--- config.mk ---
export PLATFORM = sky130hd
export DESIGN_NAME = led_status_ctrl
export DESIGN_NICKNAME = d
export VERILOG_FILES = /design/src/rtl/led_status_ctrl.sv
export SDC_FILE = /design/constraint.sdc
export NUM_CORES = 1
export LEC_CHECK = 0
export BUFFER_PORTS_ARGS = -buffer_cell sky130_fd_sc_hd__clkbuf_2
export CAP_MARGIN = 20
export CORE_MARGIN = 10
export CORE_UTILIZATION = 45
export CTS_BUF_LIST = sky130_fd_sc_hd__clkbuf_8
export DETAILED_ROUTE_END_ITERATION = 8
export MAX_ROUTING_LAYER = met4
export PLACE_DENSITY = 0.76
export SLEW_MARGIN = 20
export SYNTH_ARGS = -nofsm -noshare
export SYNTH_HDL_FRONTEND = slang
export SYNTH_SLANG_ARGS = --single-unit
--- constraint.sdc ---
create_clock -name CLOCK_50_B5B -period 3.2 [get_ports CLOCK_50_B5B]
set_input_delay 0.16 -clock CLOCK_50_B5B [delete_from_list [all_inputs] [get_ports CLOCK_50_B5B]]
set_output_delay 0.16 -clock CLOCK_50_B5B [all_outputs]
set_load 0.01 [all_outputs]
--- src/rtl/led_status_ctrl.sv ---
// led_status_ctrl: board-status indicator engine.
// Provides NUM_CH independently moded LED channels (off / on / blink /
// event-stretch), global PWM brightness, a free-running heartbeat and a
// shared tick strobe, all in the CLOCK_50_B5B domain.
//
// Ports:
//   CLOCK_50_B5B  in   clock
//   reset_n       in   synchronous active-low reset
//   mode          in   [2*NUM_CH]  per-channel mode, [2i+1:2i]:
//                      00 off, 01 on, 10 blink, 11 event-stretch
//   blink_half    in   [16]  blink half-period in ticks (0 behaves as 1)
//   evt           in   [NUM_CH]  per-channel event inputs (synchronous)
//   bright        in   [PWM_BITS]  brightness, 0 dark, all-ones full on
//   led           out  [NUM_CH]  registered LED drive, active-high
//   heartbeat     out  registered square wave, 2*HB_HALF_TICKS ticks period
//   tick          out  registered one-cycle strobe every DIV clocks
module led_status_ctrl #(
  parameter int unsigned NUM_CH        = 8,
  parameter int unsigned CLK_HZ        = 50000000,
  parameter int unsigned TICK_HZ       = 1000,
  parameter int unsigned HB_HALF_TICKS = 500,
  parameter int unsigned STRETCH_TICKS = 50,
  parameter int unsigned PWM_BITS      = 4
) (
  input  logic                  CLOCK_50_B5B,
  input  logic                  reset_n,
  input  logic [2*NUM_CH-1:0]   mode,
  input  logic [15:0]           blink_half,
  input  logic [NUM_CH-1:0]     evt,
  input  logic [PWM_BITS-1:0]   bright,
  output logic [NUM_CH-1:0]     led,
  output logic                  heartbeat,
  output logic                  tick
);

  localparam int unsigned DIV   = CLK_HZ / TICK_HZ;
  localparam int unsigned PRE_W = (DIV > 1) ? $clog2(DIV) : 1;
  localparam int unsigned BLK_W = 16;
  localparam int unsigned HB_W  = $clog2(HB_HALF_TICKS + 1);
  localparam int unsigned STR_W = $clog2(STRETCH_TICKS + 1);

  localparam logic [1:0] MODE_OFF     = 2'b00;
  localparam logic [1:0] MODE_ON      = 2'b01;
  localparam logic [1:0] MODE_BLINK   = 2'b10;
  localparam logic [1:0] MODE_STRETCH = 2'b11;

  logic [PRE_W-1:0]    presc;
  logic [BLK_W-1:0]    blink_cnt;
  logic                blink_phase;
  logic [HB_W-1:0]     hb_cnt;
  logic [PWM_BITS-1:0] pwm_cnt;
  logic [NUM_CH-1:0]   evt_q;

  logic                tick_c;
  logic [BLK_W-1:0]    blink_last_c;
  logic                blink_wrap_c;
  logic                hb_wrap_c;
  logic [NUM_CH-1:0]   rise_c;
  logic [NUM_CH-1:0]   stretch_on_c;
  logic [NUM_CH-1:0]   raw_c;
  logic                pwm_on_c;

  // Internal tick: the cycle in which the prescaler sits at its terminal count.
  assign tick_c = (presc == PRE_W'(DIV - 1));

  // Last blink count before wrap; a zero half-period behaves as one tick.
  always_comb begin
    blink_last_c = '0;
    if (blink_half != '0) begin
      blink_last_c = blink_half - BLK_W'(1);
    end
  end

  // ">=" lets a shortened half-period take effect on the very next tick.
  assign blink_wrap_c = (blink_cnt >= blink_last_c);
  assign hb_wrap_c    = (hb_cnt >= HB_W'(HB_HALF_TICKS - 1));

  // Rising edges only, so a held event produces a single stretch.
  assign rise_c = evt & ~evt_q;

  // Full scale is forced on; otherwise bright/2^PWM_BITS duty cycle.
  assign pwm_on_c = (&bright) | (pwm_cnt < bright);

  // Prescaler and registered tick strobe.
  always_ff @(posedge CLOCK_50_B5B) begin
    if (!reset_n) begin
      presc <= '0;
      tick  <= 1'b0;
    end else begin
      presc <= tick_c ? '0 : presc + PRE_W'(1);
      tick  <= tick_c;
    end
  end

  // Shared blink phase generator; every blinking channel uses this phase.
  always_ff @(posedge CLOCK_50_B5B) begin
    if (!reset_n) begin
      blink_cnt   <= '0;
      blink_phase <= 1'b0;
    end else if (tick_c) begin
      if (blink_wrap_c) begin
        blink_cnt   <= '0;
        blink_phase <= ~blink_phase;
      end else begin
        blink_cnt <= blink_cnt + BLK_W'(1);
      end
    end
  end

  // Heartbeat: fixed half-period, independent of mode and brightness.
  always_ff @(posedge CLOCK_50_B5B) begin
    if (!reset_n) begin
      hb_cnt    <= '0;
      heartbeat <= 1'b0;
    end else if (tick_c) begin
      if (hb_wrap_c) begin
        hb_cnt    <= '0;
        heartbeat <= ~heartbeat;
      end else begin
        hb_cnt <= hb_cnt + HB_W'(1);
      end
    end
  end

  // Free-running PWM phase counter.
  always_ff @(posedge CLOCK_50_B5B) begin
    if (!reset_n) begin
      pwm_cnt <= '0;
    end else begin
      pwm_cnt <= pwm_cnt + PWM_BITS'(1);
    end
  end

  // Event history for edge detection; cleared in reset so an event
  // already high at release is seen as a fresh edge.
  always_ff @(posedge CLOCK_50_B5B) begin
    if (!reset_n) begin
      evt_q <= '0;
    end else begin
      evt_q <= evt;
    end
  end

  // Per-channel stretch counter and raw state selection.
  for (genvar g = 0; g < NUM_CH; g++) begin : g_ch
    logic [STR_W-1:0] str_cnt;
    logic [1:0]       ch_mode_c;

    // Reload on an edge (even mid-stretch), else count down on ticks.
    always_ff @(posedge CLOCK_50_B5B) begin
      if (!reset_n) begin
        str_cnt <= '0;
      end else if (rise_c[g]) begin
        str_cnt <= STR_W'(STRETCH_TICKS);
      end else if (tick_c && (str_cnt != '0)) begin
        str_cnt <= str_cnt - STR_W'(1);
      end
    end

    assign stretch_on_c[g] = (str_cnt != '0);
    assign ch_mode_c       = mode[2*g +: 2];

    // Raw channel state before brightness gating.
    always_comb begin
      raw_c[g] = 1'b0;
      case (ch_mode_c)
        MODE_OFF:     raw_c[g] = 1'b0;
        MODE_ON:      raw_c[g] = 1'b1;
        MODE_BLINK:   raw_c[g] = blink_phase;
        MODE_STRETCH: raw_c[g] = stretch_on_c[g];
        default:      raw_c[g] = 1'b0;
      endcase
    end
  end

  // Output register: raw state gated by the shared PWM enable.
  always_ff @(posedge CLOCK_50_B5B) begin
    if (!reset_n) begin
      led <= '0;
    end else begin
      led <= raw_c & {NUM_CH{pwm_on_c}};
    end
  end

endmodule

# Word level (Yosys, flattened, before mapping)
# Cells that the tools add are included.
[totals]
elab_cells = 145
regBits = 112
out_inout_bits = 10
[op_classes]
eq_ne = 25
n_mux = 27
magnitude_cmp = 3
addsub = 13
reduce_logical = 45
bitwise = 7
[op_table]
columns = ["operator", "count"]
rows = [
  ["2-to-1 mux 6 bit", 16],
  ["nonzero test 6 bit", 8],
  ["subtractor 6 x 1 -> 6 bit, second input constant", 8],
  ["adder 16 x 1 -> 16 bit, second input constant", 2],
  ["== test 2 bit, second input constant", 16],
  ["2-to-1 mux 16 bit", 2],
  ["one-hot mux 1 bit (4 select lines)", 8],
  ["OR reduction 2 bit", 9],
  ["AND 8 bit", 2],
  ["== test 16 bit, second input constant", 1],
  ["== test 2 x 1 -> 1 bit, second input constant", 8],
  ["greater-or-equal comparator 16 bit", 1],
  ["zero test 2 bit", 8],
  ["nonzero test 16 bit", 1],
  ["nonzero test 2 bit", 8],
  ["subtractor 16 x 1 -> 16 bit, second input constant", 1],
  ["adder 9 x 1 -> 9 bit, second input constant", 1],
  ["greater-or-equal comparator 9 bit, second input constant", 1],
  ["2-to-1 mux 9 bit", 1],
  ["logical AND 1 bit", 8],
  ["inverter 8 bit", 1],
  ["adder 4 x 1 -> 4 bit, second input constant", 1],
  ["less-than comparator 4 bit", 1],
  ["AND reduction 2 bit", 2],
  ["other kinds (3)", 5],
]

# Longest topological paths before layout
# Gate-level depths: netlist (run 1).
[logic_depth]
depth_word = 4
ltp_mapped = 13
ltp_nobuf = 12

# Worst setup path before layout (run 1)
# Ideal clock, no wire load.
[synth_timing]
path_kind = "input-to-reg"
start = "input port blink_half[9]"
end = "register blink_cnt[5]"
t_arrival_ps = 2873
n_path_buf = 1
setup_time_ps = 133
path_slack_ps = 194
cell_stages = 12
required_time_ps = 3067
cell_sequence = "nor4_1 nand4b_1 nor4_1 xor2_1 nand2_1 ha_1 nand4_1 nor3_1 or4b_4 a31oi_4 buf_6 nor3_1"
[synth_via]
elab_chain_cells = 4
[synth_rtl]
columns = ["item", "line", "text"]
rows = [
  ["start, declared", "28", "input logic [15:0] blink_half,"],
  ["subtractor 16 x 1 -> 16 bit / nonzero test 16 bit (equally long branches)", "70, 69", ""],
  ["2-to-1 mux 16 bit (*)", "69", "if (blink_half != '0) begin"],
  ["greater-or-equal comparator 16 bit (*)", "75", "assign blink_wrap_c = (blink_cnt >= blink_last_c);"],
  ["2-to-1 mux 16 bit (*)", "101", "if (blink_wrap_c) begin"],
  ["end signal, assigned", "105", "blink_cnt <= blink_cnt + BLK_W'(1);"],
  ["end, declared", "48", "logic [BLK_W-1:0] blink_cnt;"],
]
# Mark *: on every way between the ends. The rest lies on a longest branch, timed or not.
# A chain may end at the register's enable or synchronous reset.

# Final worst setup path (run 1)
[layout_timing]
start = "input port blink_half[9]"
end = "register blink_cnt[15]"
# Same word-level chain as after synthesis.

==> results of run 1 <==
[cell families after synthesis]
family	Yosys count	share of synthesized area [%]
AND/OR/NAND/NOR	311	27.6
multiplexers	17	3.02
buffers and inverters	56	4.28
AO/OA/AOI/OAI	72	7.41
flip-flops	112	37.6
XOR/XNOR	78	11.5
adder cells (fa/ha/maj)	41	8.60
[registers in the layout (all words and copies together), names as in the netlist, 4 cells and up]
register      count
g_ch.str_cnt     48
blink_cnt        16
presc            16
hb_cnt            9
evt_q             8
led               8
pwm_cnt           4
[worst max-delay path, stage by stage]
cell and delay (ns):
clkbuf_2 0.10, nor4_1 0.27, buf_4 0.18, nand4b_1 0.16, nor4_1 0.27, xor2_1 0.18, nand2_1 0.07, ha_1 0.29
nand4_1 0.14, nor3_1 0.28, or4b_4 0.53, a31oi_4 0.25, buf_12 0.18, nor3_1 0.05
[cell type report]
| type | count | area share, % |
|---|---|---|
| Multi-Input combinational cell | 519 | 51.8 |
| Timing Repair Buffer | 74 | 6.65 |
| Tap cell | 172 | 3.21 |
| Clock inverter | 6 | 1.01 |
| Inverter | 36 | 2.02 |
| Clock buffer | 9 | 1.85 |
| Sequential cell | 112 | 33.5 |
[synthesized netlist by cell type, drive strengths merged (2+ instances only)]
master	number	share of area, %
a21oi	36	3.0
xnor2	28	4.1
xor2	50	7.3
nand4	39	4.2
nand2	52	3.3
nand3b	16	2.0
a221oi	8	1.2
a211oi	3	0.38
and3	9	0.94
nand2b	12	1.3
mux2	8	1.5
a21o	3	0.38
ha	41	8.6
clkbuf	8	0.50
and4	2	0.29
or3	5	0.52
buf	12	1.5
nor4	10	1.5
nor2b	2	0.21
dfxtp	112	38
mux2i	9	1.5
o21ai	15	1.3
nor2	78	4.9
inv	36	2.3
and4b	2	0.34
a31oi	2	0.46
nor3	38	3.4
nand3	28	2.6
and2	13	1.4
[metal layers]
layer	global-route usage, %	share of wire [%]
met1	15.5	46
met2	23.0	48
met3	3.30	3.6
met4	4.43	1.6
met5	-	0
[stage by stage]
step	worst slack (ns)	std cells	util (%)	total power, mW	hold WS (ns)
after floorplan	0.194	687	-	1.66	0.282
after global placement	0.0764	907	50.4	1.76	0.382
after detailed placement	-0.0214	907	50.4	1.76	0.387
after CTS	0.382	928	52.4	2.60	0.000308
after global routing	0.0149	928	52.4	2.69	0.00743
final	0.351	928	52.4	2.56	0.0178
[power breakdown]
part	internal, mW	switching, mW
Sequential	1.44	0.0261
Clock	0.362	0.464
Combinational	0.120	0.150
[placed cells by master, fill, tap and decap left out, drive strengths merged, types with 3 or more instances in the layout]
cell type,n
buf,13
clkbuf,64
mux2,8
dfxtp,112
o21ai,15
nand3,28
a221oi,8
ha,41
nor3,38
a211oi,3
nor4,10
xor2,50
xnor2,28
inv,39
nand2,52
dlygate4sd3,6
and2,13
nor2,78
nand2b,12
a21oi,36
and3,9
or3,5
mux2i,9
a21o,3
nand4,39
nand3b,16
[worst paths after layout]
path | endpoint | slack [ns] | depth (start not counted)
setup / recovery | blink_cnt[15] | 0.35 | 14
hold / removal | evt_q[4] | 0.02 | 2
hold reg to reg | presc[0] | 0.47 | 1
setup reg to reg | g_ch[0].str_cnt[1] | 0.81 | 7
==> reports/metrics.cfg, run 1 <==
[timing]
hold_viol_final = 0
fin_crit_sh_pct = 89.0
rsz0062_at_grt = no
tightestPinTransition_ns = 0.606
fin_skew_ns = 0.0162
slew_headroom_pct = 59.6
slew_viol_final = 0
setup_viol = 0
timing.fmax_mhz = 351
finalSetupTns_ns = 0
final.min_clock_period_ns = 2.85

[worst_hold_path]
hold_path_class = in -> reg
hold_path_startpoint = evt[4]

[drt]
drc = 0
vias = 4857
firstDrtPassIters = 4
drtIter0Drc = 197
ant_nets = 0
wl_um = 11800
wl_per_cell_um = 12.7
via_per_inst = 5.23

[critical_path]
critPathCaptureType = register
cp.required_ns = 3.46
startpoint = blink_half[9]
worstSetupPathType = in -> reg
worstPathArrival_ns = 3.11
cp_max_fo = 14
worstReg2RegStart = presc[0]
start_kind = input pin

[layout]
seq_area_mm2 = 0.00224
drive_gt1_share_pct = 12.8
design_area_mm2 = 0.00670
multi_input_area_mm2 = 0.00347
final_nets = 839
num-fill-cells = 1177
area_growth_pct = 12.3
antennaDiodeCount = 0

[yosys]
async_flop_share_pct = 0
ys_warn_count = 0
syn_inst = 687
syn_nets = 774
syn_avg_cell_area_um2 = 8.68
synth-main-ff-cell = dfxtp_1
synth.yosys.seq_area_share_pct = 37.6
synth-edff-count = 0
synth.distinct_cells = 52
syn_area_mm2 = 0.00596
synth_seq_cells = 112

[floorplan]
die_w_um = 135
initial_utilization_pct = 46.7
die-area_mm2 = 0.0183
dieHeight_um = 135
core_area_mm2 = 0.0128
rows = 41
io_pins = 56

[clock_tree]
cts_sinks = 112
cts_max_path_buffers = 2
htree_levels = 3
numCtsBuffers = 9
holdBufCountCts = 6
insertion_delay_ns = 0.38
clk_pin_slew_ns = 0.09
root_buffer = clkbuf_8
cts_setup_buffers = 0
cts-resized-gates = 0
cts_tree = yes

[global_routing]
antenna_found_initial = 0
grt_usage_pct = 13.6
grt_pass1_wl_um = 20500
grt_pass1_vias = 4672
overflow = 0
grt_max_degree = 32

[place]
place_congestion = 0.836
post_dp_cell_area_mm2 = 0.00644
hpwl_um = 8620
numPortBuffers = 55

[flow_run]
cap_violations = 0

[power_and_ir_drop]
power_density_mw_per_mm2 = 382
p_leak_nw = 2.74
ir_drop_mv = 0.202

[status]
status = complete, no violations

(Power assumes the default switching activity.)
==> inputs of run 2 (changes only) <==
--- a/config.mk
+++ b/config.mk
@@ -12,7 +12,7 @@
 export CTS_BUF_LIST = sky130_fd_sc_hd__clkbuf_8
 export DETAILED_ROUTE_END_ITERATION = 8
 export MAX_ROUTING_LAYER = met4
-export PLACE_DENSITY = 0.76
+export PLACE_DENSITY = 0.73
 export SLEW_MARGIN = 20
 export SYNTH_ARGS = -nofsm -noshare
 export SYNTH_HDL_FRONTEND = slang
==> constraint.sdc (replaced) <==
create_clock -name CLOCK_50_B5B -period 2.7 [get_ports CLOCK_50_B5B]
set_input_delay 0.135 -clock CLOCK_50_B5B [delete_from_list [all_inputs] [get_ports CLOCK_50_B5B]]
set_output_delay 0.135 -clock CLOCK_50_B5B [all_outputs]
set_load 0.01 [all_outputs]
==> run 2 against run 1 <==
Net effect: total power grew 17%; critical path type unchanged; sequential share of layout area shrank 1.1 points; clock skew shrank 0.0084 ns; via count grew 3.7%; die area is the same; clock power grew 10%.
==> reports/metrics.cfg, run 2 (synthesis results as in run 1) <==
[critical_path]
start_kind = input pin  ; unchanged
critPathCaptureType = register  ; unchanged
cp.required_ns = 3.02  ; was 3.46 ns
worstReg2RegStart = blink_cnt[0]  ; was presc[0]
rrSetupSlack_ns = 0.50  ; was 0.81 ns
worstSetupPathType = in -> reg  ; unchanged
rr_endpoint = blink_cnt[15]  ; was g_ch[0].str_cnt[1]
reg2reg_depth = 8  ; was 7
worstPathArrival_ns = 2.94  ; was 3.11 ns
cp_max_fo = 15  ; was 14

[floorplan]
initial_utilization_pct = 46.7  ; unchanged
core_area_mm2 = 0.0128  ; unchanged
die-area_mm2 = 0.0183  ; unchanged
die_w_um = 135  ; unchanged
dieHeight_um = 135  ; unchanged
io_pins = 56  ; unchanged
rows = 41  ; unchanged

[layout]
antennaDiodeCount = 0  ; unchanged
largest_registers = g_ch.str_cnt x48, blink_cnt x16, presc x16  ; unchanged
area_growth_pct = 16.0  ; was 12.3%
regMostFlops = g_ch.str_cnt  ; unchanged
fin_util_pct = 54.1  ; was 52.4%
final_nets = 863  ; was 839
drive_gt1_share_pct = 15.5  ; was 12.8%
layout_common_cells = dfxtp_1 (112), nor2_1 (78), clkbuf_2 (55), nand2_1 (52), xor2_1 (50)  ; unchanged
largest_reg_flops = 48  ; unchanged
num-fill-cells = 1154  ; was 1177
layout_commonest_cell = dfxtp_1  ; unchanged
stdcell_count = 953  ; was 928

[global_routing]
grt_pass1_vias = 5047  ; was 4672
grt_max_degree = 41  ; was 32
overflow = 0  ; unchanged
antenna_found_initial = 0  ; unchanged
grt_pass1_wl_um = 22700  ; was 20500 µm
grt_usage_pct = 15.0  ; was 13.6%

[timing]
hold_viol_final = 0  ; unchanged
timing.fmax_mhz = 381
timing.hold.ws_ns = 0.0202  ; was 0.0178 ns
rsz0062_at_grt = yes  ; was no
tightestPinTransition_ns = 0.554  ; was 0.606 ns
setup_viol = 0  ; unchanged
final.min_clock_period_ns = 2.62
slew_viol_final = 0  ; unchanged
fin_skew_ns = 0.00779  ; was 0.0162 ns
slew_headroom_pct = 63.1  ; was 59.6%
fin_crit_sh_pct = 97.1

[place]
place_congestion = 0.803  ; was 0.836
placed_cells = 927  ; was 907
numPortBuffers = 55  ; unchanged
hpwl_um = 9730  ; was 8620 µm

[clock_tree]
cts_tree = yes  ; unchanged
numCtsBuffers = 9  ; unchanged
htree_levels = 3  ; unchanged
root_buffer = clkbuf_8  ; unchanged
insertion_delay_ns = 0.38  ; about the same
cts_sinks = 112  ; unchanged
clk_pin_slew_ns = 0.10  ; was 0.09 ns
cts_max_path_buffers = 2  ; unchanged

[worst_hold_path]
hold_end = led[6]  ; was evt_q[4]
hold_path_startpoint = mode[12]  ; was evt[4]
whs_path_depth = 3  ; was 2
hold_path_class = in -> reg  ; unchanged

[power_and_ir_drop]
power_mw = 3.00  ; was 2.56 mW
power_density_mw_per_mm2 = 434  ; was 382 mW/mm²
p_leak_nw = 2.85  ; was 2.74 nW
ir_drop_mv = 0.221  ; was 0.202 mV

[drt]
via_per_inst = 5.29  ; was 5.23
ant_nets = 0  ; unchanged
drtIter0Drc = 279  ; was 197
firstDrtPassIters = 5  ; was 4
vias = 5037  ; was 4857
drc = 0  ; unchanged
wl_per_cell_um = 13.4  ; was 12.7 µm
wl_um = 12800  ; was 11800 µm

[flow_run]
cap_violations = 0  ; unchanged

[status]
status = complete, no violations  ; unchanged

-- run 2: cell count changes in the layout (fill, tap and decap cells not counted) --
cell / before / now
nor4_1: 7 / 5
buf_12: 1 / 2
clkinv_4: 1 / 3
inv_6: 2 / 1
nor4_4: 1 / 3
inv_1: 36 / 37
a2111oi_1: 0 / 1
nor3_1: 36 / 35
bufinv_16: 1 / 0
buf_4: 12 / 32
dlygate4sd3_1: 6 / 9
nor3_2: 2 / 3
a2111oi_0: 1 / 0
-- run 2: worst max-delay path by stage --
| stage | start | endpoint | cells after the start |
|---|---|---|---|
| 6_report | blink_half[5] | blink_phase | 13 |
| 2_1_floorplan | blink_half[5] | blink_cnt[5] | 12 |
| 3_5_place_dp | blink_half[5] | blink_phase | 13 |
| 4_1_cts | blink_half[5] | blink_phase | 13 |
| 3_3_place_gp | blink_half[5] | blink_phase | 13 |
| 5_1_grt | blink_half[5] | blink_phase | 13 |
-- run 2: final cells by class --
cell class / instances / area (µm²) / share of cell area (%)
Multi-Input combinational cell: 519 / 3500 / 50.7
Sequential cell: 112 / 2240 / 32.4
Timing Repair Buffer: 98 / 646 / 9.34
Tap cell: 172 / 215 / 3.11
Inverter: 36 / 135 / 1.95
Clock buffer: 9 / 124 / 1.79
Clock inverter: 7 / 50.0 / 0.724
-- run 2: critical path, stage by stage --
cell	delay, ns
clkbuf_2	0.11
nor4_4	0.31
nand4b_1	0.20
nor4_2	0.20
xor2_1	0.20
nand2_1	0.08
ha_1	0.30
nand4_1	0.15
nor3_2	0.21
or4b_4	0.51
a31oi_4	0.20
buf_12	0.17
mux2i_1	0.18
-- run 2: what timing repair did --
item / 4_1_cts / 5_1_grt
hold buffers: 9 / 0
buffers inserted: 0 / 1
endpoints found under the hold margin: 9 / 0
endpoints found under the setup margin: 0 / 13
gates resized for setup: 0 / 1
-- run 2: routing by layer --
metal	track usage, %	wire length, µm	vias to the layer above
li1	-	-	2576
met1	17.0	5730	2376
met2	25.6	6490	66
met3	3.34	372	19
met4	5.08	207	0
met5	-	0	-
-- run 2: where the power goes --
group | switching, mW | leakage (nW) | internal [mW]
Combinational | 0.189 | 1.85 | 0.160
Sequential | 0.0317 | 0.914 | 1.71
Clock | 0.575 | 0.0924 | 0.338
-- run 2: through the flow --
stage	setup TNS (ns)	worst slack (ns)	cell area, µm²
global placement	-2.65	-0.230	6640
floorplan	-0.398	-0.0412	6000
CTS	0	0.0903	6910
detailed placement	-3.61	-0.302	6640
global route	-0.0669	-0.0669	6910
finish	0	0.0776	6910
==> inputs of run 3 (changes only) <==
--- a/config.mk
+++ b/config.mk
@@ -13,6 +13,7 @@
 export DETAILED_ROUTE_END_ITERATION = 8
 export MAX_ROUTING_LAYER = met4
 export PLACE_DENSITY = 0.73
+export REMOVE_ABC_BUFFERS = 1
 export SLEW_MARGIN = 20
 export SYNTH_ARGS = -nofsm -noshare
 export SYNTH_HDL_FRONTEND = slang
==> run 3 against run 2 <==
Net effect: first-iteration DRC count decreased by 13%; global-route usage decreased by 1.3 points; fmax grew 1.0%; clock power rose by 16%; design area increased by 0.51%; critical path depth is 1 higher; utilization grew 0.27 points; clock skew up 0.0040 ns; sequential cell count did not move; largest cell class unchanged; highest routed layer unchanged.
==> reports/metrics.cfg, run 3 (synthesis results as in run 1) <==
[critical_path]
worstPathCellList = clkbuf_2 > nor4_4 > buf_4 > nand4b_1 > nor4_2 > xor2_1 > nand2_1 > ha_4 > nand4_1 > nor3_2 > or4b_4 > a31oi_4 > buf_6 > mux2i_1  ; was clkbuf_2 > nor4_4 > nand4b_1 > nor4_2 > xor2_1 > nand2_1 > ha_1 > nand4_1 > nor3_2 > or4b_4 > a31oi_4 > buf_12 > mux2i_1
rrSetupSlack_ns = 0.44  ; was 0.50 ns
cp.required_ns = 3.00  ; was 3.02 ns
critPathCaptureType = register  ; unchanged
worstReg2RegStart = presc[0]  ; was blink_cnt[0]
cpPeakStageDelay_ns = 0.50  ; was 0.51 ns
cpMaxStageDelayCell = or4b_4  ; unchanged
reg2reg_depth = 7  ; was 8
worstSetupPathType = in -> reg  ; unchanged
rr_endpoint = g_ch[3].str_cnt[1]  ; was blink_cnt[15]
start_kind = input pin  ; unchanged
cp_max_fo = 6  ; was 15
worstPathArrival_ns = 2.90  ; was 2.94 ns

[timing]
tightestPinTransition_ns = 0.578  ; was 0.554 ns
worst_slack_ns = 0.104  ; was 0.0776 ns
fin_skew_ns = 0.0117  ; was 0.00779 ns
fin_crit_sh_pct = 96.1  ; was 97.1%
slew_viol_final = 0  ; unchanged
setup_viol = 0  ; unchanged
timing.fmax_mhz = 385  ; was 381 MHz
slew_headroom_pct = 61.4  ; was 63.1%
finalSetupTns_ns = 0  ; unchanged
hold_viol_final = 0  ; unchanged
rsz0062_at_grt = yes  ; unchanged
final.min_clock_period_ns = 2.60  ; was 2.62 ns
timing.hold.ws_ns = 0.0225  ; was 0.0202 ns

[place]
numPortBuffers = 55  ; unchanged
place_congestion = 0.825  ; was 0.803
post_dp_cell_area_mm2 = 0.00661  ; was 0.00664 mm²
placed_cells = 929  ; was 927
hpwl_um = 8780  ; was 9730 µm
dp_slack_ns = -0.425  ; was -0.302 ns

[status]
status = complete, no violations  ; unchanged

[worst_hold_path]
whs_path_depth = 3  ; unchanged
hold_path_class = in -> reg  ; unchanged
hold_end = led[6]  ; unchanged
hold_path_startpoint = mode[12]  ; unchanged

[global_routing]
grt_usage_pct = 13.7  ; was 15.0%
grt_max_degree = 40  ; was 41
antenna_found_initial = 1  ; was 0
overflow = 0  ; unchanged
grt_pass1_wl_um = 21000  ; was 22700 µm
grt_pass1_vias = 4800  ; was 5047

[floorplan]
core_area_mm2 = 0.0128  ; unchanged
die-area_mm2 = 0.0183  ; unchanged
dieHeight_um = 135  ; unchanged
die_w_um = 135  ; unchanged
initial_utilization_pct = 46.7  ; unchanged
rows = 41  ; unchanged
io_pins = 56  ; unchanged

[drt]
drc = 0  ; unchanged
via_per_inst = 5.10  ; was 5.29
wl_met2_um = 5160  ; was 6490 µm
wl_um = 11800  ; was 12800 µm
drt-met1-wl_um = 5880  ; was 5730 µm
dr_wl_met3_um = 537  ; was 372 µm
drtIter0Drc = 242  ; was 279
wl_per_cell_um = 12.4  ; was 13.4 µm
ant_nets = 0  ; unchanged
firstDrtPassIters = 5  ; unchanged
top_layer = met4  ; unchanged
vias = 4867  ; was 5037

[clock_tree]
cts_sinks = 112  ; unchanged
clk_pin_slew_ns = 0.10  ; about the same
cts_max_path_buffers = 2  ; unchanged
insertion_delay_ns = 0.37  ; was 0.38 ns
htree_levels = 3  ; unchanged
root_buffer = clkbuf_8  ; unchanged
numCtsBuffers = 9  ; unchanged
cts_tree = yes  ; unchanged

[layout]
design_area_mm2 = 0.00695  ; was 0.00691 mm²
area_growth_pct = 16.6  ; was 16.0%
layout_common_cells = dfxtp_1 (112), nor2_1 (77), clkbuf_2 (55), nand2_1 (52), xor2_1 (50)  ; was dfxtp_1 (112), nor2_1 (78), clkbuf_2 (55), nand2_1 (52), xor2_1 (50)
regMostFlops = g_ch.str_cnt  ; unchanged
largest_reg_flops = 48  ; unchanged
drive_gt1_share_pct = 15.9  ; was 15.5%
layout_commonest_cell = dfxtp_1  ; unchanged
final_nets = 863  ; unchanged
fin_util_pct = 54.4  ; was 54.1%
largest_registers = g_ch.str_cnt x48, blink_cnt x16, presc x16  ; unchanged
stdcell_count = 954  ; was 953

[flow_run]
cap_violations = 0  ; unchanged

[power_and_ir_drop]
ir_drop_mv = 0.213  ; was 0.221 mV
power_density_mw_per_mm2 = 451  ; was 434 mW/mm²
power_mw = 3.14  ; was 3.00 mW
p_leak_nw = 2.87  ; was 2.85 nW

-- run 3: worst max-delay path by stage --
stage / startpoint / slack [ns] / endpoint
finish: blink_half[5] / 0.10 / blink_phase
global route: blink_half[5] / -0.09 / blink_phase
CTS: blink_half[5] / 0.003 / blink_phase
detailed placement: blink_half[5] / -0.42 / blink_phase
global placement: blink_half[9] / -0.35 / blink_cnt[15]
floorplan: blink_half[9] / -0.33 / blink_phase
-- run 3: per-layer routing --
layer	vias up	global-route usage, %
met5	-	-
met2	84	22.2
met3	15	2.23
met4	0	5.32
met1	2193	16.8
li1	2575	-
-- run 3: repair_timing --
item | CTS | global route
gates resized for setup | 1 | 7
hold buffers | 8 | 0
pin swaps | 0 | 1
endpoints found under the hold margin | 8 | 0
endpoints found under the setup margin | 11 | 17
buffers inserted | 0 | 0
-- run 3: where the power goes --
| group | internal (mW) | switching [mW] |
|---|---|---|
| clock | 0.517 | 0.544 |
| combinational | 0.158 | 0.183 |
| sequential | 1.71 | 0.0303 |
-- run 3: critical path, delay by kind of cell --
| kind | cells | cell delay [ns] |
|---|---|---|
| and+or+nand+nor | 7 | 1.47 |
| buffers and inverters | 3 | 0.43 |
| adders and majority gates | 1 | 0.29 |
| AOI/OAI and AO/OA | 1 | 0.22 |
| xor gates and xnor gates | 1 | 0.18 |
| muxes | 1 | 0.17 |
-- run 3: area by class of cell --
cell class / count / area (µm²)
Clock inverter: 7 / 86.3
Inverter: 36 / 135
Clock buffer: 9 / 124
Sequential cell: 112 / 2240
Multi-Input combinational cell: 519 / 3510
Fill cell: 1190 / 5820
Antenna cell: 1 / 2.50
Tap cell: 172 / 215
Timing Repair Buffer: 98 / 638
